==> src/rtl/systolic_pe_param_pkg.sv <==
// Shared types and helpers for the systolic MAC processing element.
// Accumulator bounds are returned 64 bits wide; callers keep the low ACC_W bits.
package systolic_pkg;

  typedef enum logic [1:0] {IDLE, ACCUM, DONE} pe_state_t;

  // Pass-through latency of one PE, used by the array wrapper to skew operands.
  localparam int PE_LAT = 1;

  function automatic logic [63:0] acc_max(int acc_w, bit is_signed);
    return is_signed ? (64'd1 << (acc_w - 1)) - 64'd1 : (64'd1 << acc_w) - 64'd1;
  endfunction

  function automatic logic [63:0] acc_min(int acc_w, bit is_signed);
    return is_signed ? ~((64'd1 << (acc_w - 1)) - 64'd1) : 64'd0;
  endfunction

endpackage

==> src/rtl/systolic_pe_param_if.sv <==
// Operand/result bundle of one PE; master drives operands and tile control.
interface systolic_pe_param_if #(
  parameter int DATA_W = 8,
  parameter int ACC_W  = 24,
  parameter int K_W    = 8
);
  logic              start;
  logic [K_W-1:0]    k_len;
  logic              in_valid;
  logic [DATA_W-1:0] in_a;
  logic [DATA_W-1:0] in_b;
  logic              pass_valid;
  logic [DATA_W-1:0] pass_right;
  logic [DATA_W-1:0] pass_down;
  logic              busy;
  logic [ACC_W-1:0]  result;
  logic              result_valid;
  logic              overflow;

  modport master (
    output start, k_len, in_valid, in_a, in_b,
    input  pass_valid, pass_right, pass_down, busy, result, result_valid, overflow
  );

  modport slave (
    input  start, k_len, in_valid, in_a, in_b,
    output pass_valid, pass_right, pass_down, busy, result, result_valid, overflow
  );
endinterface

==> src/rtl/systolic_pe_param_datapath.sv <==
// Combinational multiply, extend and (optionally saturating) accumulate.
// clr substitutes zero for the accumulator so a tile can clear and add in one cycle.
module pe_mac_datapath
  import systolic_pkg::*;
#(
  parameter int DATA_W   = 8,
  parameter int ACC_W    = 24,
  parameter bit SIGNED   = 1'b1,
  parameter bit SATURATE = 1'b1
) (
  input  logic [DATA_W-1:0] a,
  input  logic [DATA_W-1:0] b,
  input  logic [ACC_W-1:0]  acc_in,
  input  logic              clr,
  output logic [ACC_W-1:0]  sum,
  output logic              ovf
);
  localparam int PW = 2 * DATA_W;
  localparam logic [63:0] MAX64 = acc_max(ACC_W, SIGNED);
  localparam logic [63:0] MIN64 = acc_min(ACC_W, SIGNED);
  localparam logic [ACC_W-1:0] MAX_V = MAX64[ACC_W-1:0];
  localparam logic [ACC_W-1:0] MIN_V = MIN64[ACC_W-1:0];

  logic [PW-1:0]    prod;
  logic [ACC_W-1:0] acc_eff;
  logic [ACC_W:0]   prod_x;
  logic [ACC_W:0]   acc_x;
  logic [ACC_W:0]   sum_x;
  logic             neg;

  assign acc_eff = clr ? '0 : acc_in;

  // One guard bit above ACC_W exposes both signed overflow and unsigned carry.
  if (SIGNED) begin : g_signed
    assign prod   = PW'($signed(a)) * PW'($signed(b));
    assign prod_x = {{(ACC_W + 1 - PW){prod[PW-1]}}, prod};
    assign acc_x  = {acc_eff[ACC_W-1], acc_eff};
    assign ovf    = sum_x[ACC_W] ^ sum_x[ACC_W-1];
    assign neg    = sum_x[ACC_W];
  end else begin : g_unsigned
    assign prod   = PW'(a) * PW'(b);
    assign prod_x = {{(ACC_W + 1 - PW){1'b0}}, prod};
    assign acc_x  = {1'b0, acc_eff};
    assign ovf    = sum_x[ACC_W];
    assign neg    = 1'b0;
  end

  assign sum_x = acc_x + prod_x;
  assign sum   = (ovf && SATURATE) ? (neg ? MIN_V : MAX_V) : sum_x[ACC_W-1:0];
endmodule

==> src/rtl/systolic_pe_param.sv <==
// Output-stationary systolic MAC cell: forwards operands with 1-cycle latency and
// accumulates exactly k_len products per tile, pulsing result_valid on completion.
module systolic_pe_param
  import systolic_pkg::*;
#(
  parameter int DATA_W   = 8,
  parameter int ACC_W    = 24,
  parameter int K_W      = 8,
  parameter bit SIGNED   = 1'b1,
  parameter bit SATURATE = 1'b1
) (
  input  logic clk,
  input  logic rst,
  systolic_pe_param_if.slave pe
);
  pe_state_t         state_q, state_d;
  logic [K_W-1:0]    count_q, count_d;
  logic [K_W-1:0]    k_q, k_d;
  logic [ACC_W-1:0]  result_q, result_d;
  logic              ovf_q, ovf_d;
  logic              pass_valid_q;
  logic [DATA_W-1:0] pass_right_q, pass_down_q;
  logic              clr;
  logic [ACC_W-1:0]  mac_sum;
  logic              mac_ovf;
  logic              busy, result_valid;

  pe_mac_datapath #(
    .DATA_W(DATA_W), .ACC_W(ACC_W), .SIGNED(SIGNED), .SATURATE(SATURATE)
  ) u_mac (
    .a(pe.in_a), .b(pe.in_b), .acc_in(result_q), .clr(clr),
    .sum(mac_sum), .ovf(mac_ovf)
  );

  always_ff @(posedge clk) begin
    if (rst) state_q <= IDLE;
    else     state_q <= state_d;
  end

  // start pre-empts every state, so abandoned tiles never reach DONE.
  always_comb begin
    state_d  = state_q;
    count_d  = count_q;
    k_d      = k_q;
    result_d = result_q;
    ovf_d    = ovf_q;
    clr      = 1'b0;
    if (pe.start) begin
      clr      = 1'b1;
      k_d      = pe.k_len;
      count_d  = '0;
      result_d = '0;
      ovf_d    = 1'b0;
      if (pe.k_len == '0) begin
        state_d = DONE;
      end else if (pe.in_valid) begin
        result_d = mac_sum;
        ovf_d    = mac_ovf;
        count_d  = K_W'(1);
        state_d  = (pe.k_len == K_W'(1)) ? DONE : ACCUM;
      end else begin
        state_d = ACCUM;
      end
    end else begin
      case (state_q)
        ACCUM: if (pe.in_valid) begin
          result_d = mac_sum;
          ovf_d    = ovf_q | mac_ovf;
          count_d  = count_q + K_W'(1);
          if (count_q + K_W'(1) == k_q) state_d = DONE;
        end
        DONE:    state_d = IDLE;
        default: state_d = IDLE;
      endcase
    end
  end

  always_comb begin
    busy         = (state_q == ACCUM);
    result_valid = (state_q == DONE);
  end

  always_ff @(posedge clk) begin
    if (rst) begin
      count_q      <= '0;
      k_q          <= '0;
      result_q     <= '0;
      ovf_q        <= 1'b0;
      pass_valid_q <= 1'b0;
      pass_right_q <= '0;
      pass_down_q  <= '0;
    end else begin
      count_q      <= count_d;
      k_q          <= k_d;
      result_q     <= result_d;
      ovf_q        <= ovf_d;
      pass_valid_q <= pe.in_valid;
      if (pe.in_valid) begin
        pass_right_q <= pe.in_a;
        pass_down_q  <= pe.in_b;
      end
    end
  end

  assign pe.pass_valid   = pass_valid_q;
  assign pe.pass_right   = pass_right_q;
  assign pe.pass_down    = pass_down_q;
  assign pe.busy         = busy;
  assign pe.result       = result_q;
  assign pe.result_valid = result_valid;
  assign pe.overflow     = ovf_q;
endmodule

==> src/flat_wrapper.sv <==
// flat-port wrapper written by rule: the top's interface ports become plain ports
module systolic_pe_param_flat import systolic_pkg::*;
#(
  parameter int DATA_W   = 8,
  parameter int ACC_W    = 24,
  parameter int K_W      = 8,
  parameter bit SIGNED   = 1'b1,
  parameter bit SATURATE = 1'b1
)
  (clk, rst, pe_start, pe_k_len, pe_in_valid, pe_in_a, pe_in_b, pe_pass_valid, pe_pass_right, pe_pass_down, pe_busy, pe_result, pe_result_valid, pe_overflow);
  systolic_pe_param_if #(.DATA_W(DATA_W), .ACC_W(ACC_W), .K_W(K_W)) pe_i ();
  input  logic clk;
  input  logic rst;
  input wire logic [$bits(pe_i.start)-1:0] pe_start;
  input wire logic [$bits(pe_i.k_len)-1:0] pe_k_len;
  input wire logic [$bits(pe_i.in_valid)-1:0] pe_in_valid;
  input wire logic [$bits(pe_i.in_a)-1:0] pe_in_a;
  input wire logic [$bits(pe_i.in_b)-1:0] pe_in_b;
  output wire logic [$bits(pe_i.pass_valid)-1:0] pe_pass_valid;
  output wire logic [$bits(pe_i.pass_right)-1:0] pe_pass_right;
  output wire logic [$bits(pe_i.pass_down)-1:0] pe_pass_down;
  output wire logic [$bits(pe_i.busy)-1:0] pe_busy;
  output wire logic [$bits(pe_i.result)-1:0] pe_result;
  output wire logic [$bits(pe_i.result_valid)-1:0] pe_result_valid;
  output wire logic [$bits(pe_i.overflow)-1:0] pe_overflow;
  assign pe_i.start = pe_start;
  assign pe_i.k_len = pe_k_len;
  assign pe_i.in_valid = pe_in_valid;
  assign pe_i.in_a = pe_in_a;
  assign pe_i.in_b = pe_in_b;
  assign pe_pass_valid = pe_i.pass_valid;
  assign pe_pass_right = pe_i.pass_right;
  assign pe_pass_down = pe_i.pass_down;
  assign pe_busy = pe_i.busy;
  assign pe_result = pe_i.result;
  assign pe_result_valid = pe_i.result_valid;
  assign pe_overflow = pe_i.overflow;
  systolic_pe_param #(.DATA_W(DATA_W), .ACC_W(ACC_W), .K_W(K_W), .SIGNED(SIGNED), .SATURATE(SATURATE)) u_core (.clk(clk), .rst(rst), .pe(pe_i));
endmodule
==> config.mk <==
export PLATFORM = sky130hd
export DESIGN_NAME = systolic_pe_param_flat
export DESIGN_NICKNAME = d
export VERILOG_FILES = /design/src/rtl/systolic_pe_param_pkg.sv /design/src/rtl/systolic_pe_param_if.sv /design/src/rtl/systolic_pe_param_datapath.sv /design/src/rtl/systolic_pe_param.sv /design/src/flat_wrapper.sv
export SDC_FILE = /design/constraint.sdc
export NUM_CORES = 1
export LEC_CHECK = 0
export BUFFER_PORTS_ARGS = -buffer_cell sky130_fd_sc_hd__buf_2
export CAP_MARGIN = 20
export CORE_AREA = 8 8 153 155
export DETAILED_ROUTE_END_ITERATION = 16
export DIE_AREA = 0 0 161 163
export GPL_TIMING_DRIVEN = 0
export SETUP_SLACK_MARGIN = 0.15
export SYNTH_ARGS = -nofsm -noshare
export SYNTH_HDL_FRONTEND = slang
export SYNTH_SLANG_ARGS = --single-unit
==> constraint.sdc <==
create_clock -name clk -period 10.36 [get_ports clk]
set_input_delay 2.072 -clock clk [delete_from_list [all_inputs] [get_ports clk]]
set_output_delay 2.072 -clock clk [all_outputs]
set_load 0.1 [all_outputs]
After elaboration in Yosys (flattened, before gate mapping):

Cells that the tools add are included.

* flip-flop bits (word level): 60
* input port bits: 28
* word-level logic and storage cells: 50
* output and inout port bits: 44

* bitwise gates (word level): 2
* eq/ne operators: 6
* add/subtract/negate cells: 2
* multipliers: 1
* multiplexer cells: 26
* reduce and logical (&&, ||, !) cells: 5

Operators with widths (count)
* 24-bit 2-to-1 mux: 8
* 8-bit 2-to-1 mux: 4
* 24-bit by 16-bit adder with 25-bit output: 1
* 8-bit by 8-bit multiplier with 16-bit output: 1
* 2-bit 2-to-1 mux: 7
* 8-bit by 1-bit adder with 8-bit output (second input constant): 1
* 8-bit by 1-bit == test with 1-bit output (second input constant): 1
* 8-bit == test: 1
* 8-bit logical NOT: 1
* 1-bit 2-to-1 mux: 7
* 2-bit AND reduction: 2
* 2-bit nonzero test: 2
* 3-bit by 2-bit inequality test with 1-bit output (second input constant): 1
* 3-bit inequality test (second input constant): 1
* 2-bit by 1-bit == test with 1-bit output (second input constant): 1
* 2-bit == test (second input constant): 1
* 1-bit OR: 1
* 1-bit bitwise XOR: 1

Longest topological paths before layout:

* depth in word-level cells: 8
* mapped depth: 23
* mapped depth without buffers: 20

Modules after synthesis:

Synthesis repeated with hierarchy kept, for this count alone.

* cell total of the unflattened synthesis: 800
* area total of the unflattened synthesis: 7398.3 um^2

By module, submodules not included
* pe_mac_datapath: sequential area each 0.0 um^2, instances 1, area each 4976.0 um^2, cells each 525
* systolic_pe_param: sequential area each 1201.2 um^2, instances 1, area each 2422.3 um^2, cells each 275

Worst setup path after synthesis:

OpenSTA, ideal clock, no wires.

* path kind: in2reg
* start: input pe_in_b[0]
* end: register u_core.result_q[0] (netlist: u_core.pe.result[0])
* stages on the path: 19
* slack: 2.648 ns
* required time: 10.283 ns
* arrival time: 7.635 ns
* library setup time: 0.077 ns
* buffers on the path: 2
* path through: clkbuf_1 and2_1 inv_1 fa_1 inv_1 fa_1 fa_1 fa_1 fa_1 ha_1 nand3_1 nor3_1 o2111ai_2 a31oi_2 nor2_2 xnor2_1 or3_4 buf_6 a31oi_2

* cells in the longest elaborated chain, start to end: 7
* elaborated cells between the ends (all ways): 10
* those cells by class: add/sub (1); mul (1); mux (7); bitwise (1)

RTL lines
* start, declared: RTL line flat_wrapper.sv:18 `input wire logic [$bits(pe_i.in_b)-1:0] pe_in_b;`
* 8-bit by 8-bit multiplier with 16-bit output *: RTL line systolic_pe_param_datapath.sv:35 `assign prod = PW'($signed(a)) * PW'($signed(b));`
* 24-bit by 16-bit adder with 25-bit output *: RTL line systolic_pe_param_datapath.sv:48 `assign sum_x = acc_x + prod_x;`
* 24-bit 2-to-1 mux / 1-bit bitwise XOR (equally long branches): RTL line systolic_pe_param_datapath.sv:49, systolic_pe_param_datapath.sv:38
* 24-bit 2-to-1 mux *: RTL line systolic_pe_param_datapath.sv:49 `assign sum = (ovf && SATURATE) ? (neg ? MIN_V : MAX_V) : sum_x[ACC_W-1:0];`
* 24-bit 2-to-1 mux, on equally long branches: RTL line systolic_pe_param.sv:66, systolic_pe_param.sv:56
* 24-bit 2-to-1 mux, on equally long branches: RTL line systolic_pe_param.sv:65, systolic_pe_param.sv:54
* 24-bit 2-to-1 mux *: RTL line systolic_pe_param.sv:48 `if (pe.start) begin`
* end signal, assigned: RTL line systolic_pe_param.sv:95 `result_q <= result_d;`
* end, declared: RTL line systolic_pe_param.sv:19 `logic [ACC_W-1:0] result_q, result_d;`

Mark *: on every way between the ends. The rest lies on a longest branch, timed or not. The select of a mux whose other input is x is not followed.
A chain may end at the register's enable or synchronous reset.

Final worst setup path:

* start: input pe_start
* end: register u_core.result_q[16] (netlist: u_core.pe.result[16])

* cells in the longest elaborated chain, start to end: 8
* elaborated cells between the ends (all ways): 14
* those cells by class: add/sub (1); mux (9); bitwise (1); reduce/logical (3)

RTL lines
* start, declared: RTL line flat_wrapper.sv:14 `input wire logic [$bits(pe_i.start)-1:0] pe_start;`
* 1-bit 2-to-1 mux: RTL line systolic_pe_param.sv:48
* 24-bit 2-to-1 mux: RTL line systolic_pe_param_datapath.sv:31 `assign acc_eff = clr ? '0 : acc_in;`
* 24-bit by 16-bit adder with 25-bit output: RTL line systolic_pe_param_datapath.sv:48
* 24-bit 2-to-1 mux / 1-bit bitwise XOR (equally long branches): RTL line systolic_pe_param_datapath.sv:49, systolic_pe_param_datapath.sv:38
* 24-bit 2-to-1 mux: RTL line systolic_pe_param_datapath.sv:49
* 24-bit 2-to-1 mux, on equally long branches: RTL line systolic_pe_param.sv:66, systolic_pe_param.sv:56
* 24-bit 2-to-1 mux, on equally long branches: RTL line systolic_pe_param.sv:65, systolic_pe_param.sv:54
* 24-bit 2-to-1 mux: RTL line systolic_pe_param.sv:48

Parallel ways exist; a longest one is shown, timed or not. The select of a mux whose other input is x is not followed.

==> impl_metrics.env <==
export IMPL_cap_violations=0
export IMPL_synthTopCellsByCount="fa_1 (108), inv_1 (97), nand2_1 (77), dfxtp_1 (60), ha_1 (57)"
export IMPL_fp_dieW_um=161
export IMPL_track_usage_pct=14.2
export IMPL_post_dp_cell_area_um2=7850
export IMPL_timing_rr_end="u_core.pe.result[17]$_SDFFE_PP0P_"
export IMPL_synth_area_um2=7180
export IMPL_num_vias=5294
export IMPL_cp_max_fo=10
export IMPL_cp_end_kind="flip-flop"
export IMPL_drc=0
export IMPL_postLayoutSetupSlackWorst_ns=2.58
export IMPL_yosysUniqueCellTypes=56
export IMPL_core_area_um2=20800
export IMPL_cts_resized=0
export IMPL_period_needed_ns=7.78
export IMPL_ys_ff_latch=60
export IMPL_postLayoutCellArea_um2=8110
export IMPL_postSynthCellCount=756
export IMPL_hp_class="flip-flop to flip-flop"
export IMPL_layout_nets=1021
export IMPL_die_area_um2=26200
export IMPL_hold_viol_final=0
export IMPL_worstSetupStartpoint="pe_start"
export IMPL_initial_core_util_pct=34.5
export IMPL_cp_required_ns=10.54
export IMPL_fill_cells=2184
export IMPL_place_congestion=0.852
export IMPL_grt_ovfl_total=0
export IMPL_yosys_area_top_type="fa_1"
export IMPL_worstReg2RegStart="u_core.pe.result[6]$_SDFFE_PP0P_"
export IMPL_grt_pass1_vias=5710
export IMPL_drive_gt1_share_pct=14.5
export IMPL_area_delta_synth_final_pct=13.0
export IMPL_wire_per_inst_um=15.8
export IMPL_relSlewSlack_pct=34.6
export IMPL_yosysSeqAreaShare_pct=16.7
export IMPL_synth_nets=949
export IMPL_finClkSkew_ns=0.00699
export IMPL_tightest_slew_ns=0.981
export IMPL_place_inst=1092
export IMPL_cp_data_arrival_time_ns=7.96
export IMPL_yosys_top_cells_area="fa_1 (30%), dfxtp_1 (17%), ha_1 (9.9%)"
export IMPL_cts_tree="yes"
export IMPL_multiInputGateArea_um2=5450
export IMPL_htree_levels=3
export IMPL_dr_pass1_iters=4
export IMPL_insertion_delay_ns=0.33
export IMPL_cts_buffer_depth=2
export IMPL_reg2regPathDepth=19
export IMPL_ios=72
export IMPL_io_buffers=60
export IMPL_clkTransAtPathRegs_ns=0.05
export IMPL_setup_violations=0
export IMPL_synth_warnings=0
export IMPL_post_place_ws_ns=2.14
export IMPL_worst_r2r_setup_slack_ns=4.93
export IMPL_wl_um=17500
export IMPL_critPathKind="primary input to flip-flop"
export IMPL_status="complete, no violations"
export IMPL_ant_nets=0
export IMPL_finalSetupTns_ns=0
export IMPL_std_cell_rows=53
export IMPL_yosys_most_used_dff="dfxtp_1"
export IMPL_period_share_pct=75.1
export IMPL_synth_edf_count=0
export IMPL_numCtsBuffers=9
export IMPL_yosysMostFrequentCell="fa_1"
export IMPL_drt_iter0_markers=194
export IMPL_ff_latch_area_um2=1200
export IMPL_timing_fmax_mhz=128
export IMPL_synthArstFlopShare_pct=0
export IMPL_cts_setup_buffers=0
export IMPL_grt_max_degree=17
export IMPL_endpoint="u_core.pe.result[16]$_SDFFE_PP0P_"
export IMPL_cts_hold_repair_buffers=0
export IMPL_rsz0062_at_grt="no"
export IMPL_yosysTopAreaCellShare_pct=30.1
export IMPL_die_height_um=163
export IMPL_grt_pass1_wl_um=29900
export IMPL_hpwl_um=14700
export IMPL_cts_root_buf="clkbuf_16"
export IMPL_final_max_slew_viol_count=0
export IMPL_final_cells=1108
export IMPL_start_kind="primary input"
export IMPL_vias_per_cell=4.78
export IMPL_cts_sinks=60
export IMPL_antenna_found_initial=0
export IMPL_synth_area_per_cell_um2=9.49
==> placed cells by master (no fill, tap or decap), types with 5 or more instances in the layout <==
cell type and count:
nor2b_1 23, buf_2 65, nor2_1 50, nor3_1 6, nand4_1 5, ha_1 57, clkbuf_1 23, inv_1 97
and2_1 34, clkbuf_16 9, a21oi_1 12, nand2_1 77, o21bai_1 5, nand2b_1 16, a31oi_2 21, fa_1 108
o21ai_0 18, clkinv_2 5, mux2i_1 25, nand3b_1 6, nand3_1 7, dfxtp_1 60, xnor2_1 27, xor2_1 13
==> layout make-up <==
type / count / area share (%)
buffer: 35 / 1.97
multi-input combinational: 563 / 67.2
clock inverter: 6 / 0.401
clock buffer: 9 / 2.78
inverter: 98 / 4.54
tap: 275 / 4.24
antenna: 1 / 0.0309
timing repair buffer: 61 / 4.04
sequential: 60 / 14.8
==> layer usage <==
| metal | part of all wire [%] | up-vias | global-route usage, % |
|---|---|---|---|
| met5 | 0 | - | 0 |
| met4 | 0.49 | 0 | 2.31 |
| met3 | 6.6 | 8 | 3.26 |
| met2 | 47 | 106 | 23.6 |
| met1 | 46 | 2597 | 18.8 |
| li1 | - | 2583 | - |
==> worst min path at each step <==
stage               cells past startpoint  slack (ns)                            start                         endpoint
floorplan                               2        0.47       u_core.k_q[2]$_SDFFE_PP0P_       u_core.k_q[2]$_SDFFE_PP0P_
global placement                        2        0.44  u_core.pe.overflow$_SDFFE_PP0P_  u_core.pe.overflow$_SDFFE_PP0P_
detailed placement                      2        0.45  u_core.pe.overflow$_SDFFE_PP0P_  u_core.pe.overflow$_SDFFE_PP0P_
CTS                                     2        0.46  u_core.pe.overflow$_SDFFE_PP0P_  u_core.pe.overflow$_SDFFE_PP0P_
global route                            2        0.49  u_core.pe.overflow$_SDFFE_PP0P_  u_core.pe.overflow$_SDFFE_PP0P_
finish                                  2        0.46  u_core.pe.overflow$_SDFFE_PP0P_  u_core.pe.overflow$_SDFFE_PP0P_
==> registers in the layout, indices dropped and copies added (netlist names) <==
| name | flops |
|---|---|
| u_core.k_q | 8 |
| u_core.pe.pass_valid | 1 |
| u_core.pe.pass_right | 8 |
| u_core.state_q | 2 |
| u_core.count_q | 8 |
| u_core.pe.overflow | 1 |
| u_core.pe.pass_down | 8 |
| u_core.pe.result | 24 |
==> critical path, stage by stage <==
cell and delay (ns):
buf_2 0.11, clkbuf_1 0.41, clkbuf_1 0.53, nor2b_1 0.17
fa_1 0.57, inv_1 0.06, fa_1 0.49, inv_1 0.06
fa_1 0.46, fa_1 0.48, ha_1 0.28, ha_1 0.35
a21oi_1 0.29, o21ai_0 0.20, a21oi_1 0.25, o211ai_2 0.11
xnor2_1 0.43, o211ai_2 0.18, buf_4 0.22, nand2_1 0.12
a31oi_2 0.10
==> logic make-up after synthesis <==
group,count (synthesis),synth area share [%]
compound gates,95,11.0
xor+xnor,40,4.88
fa+ha+maj,165,40.1
buf+inv,133,7.36
flops,60,16.7
mux,25,3.49
simple gates,238,16.5
==> per-stage QoR <==
step | hold slack, ns | utilization (%)
global route | 0.491 | 38.9
global placement | 0.442 | 37.6
finish | 0.458 | 38.9
floorplan | 0.466 | -
detailed placement | 0.450 | 37.7
CTS | 0.458 | 38.9
Power is not shown: default switching activity piles up to over one toggle a cycle in this logic, so the estimate is an artifact.
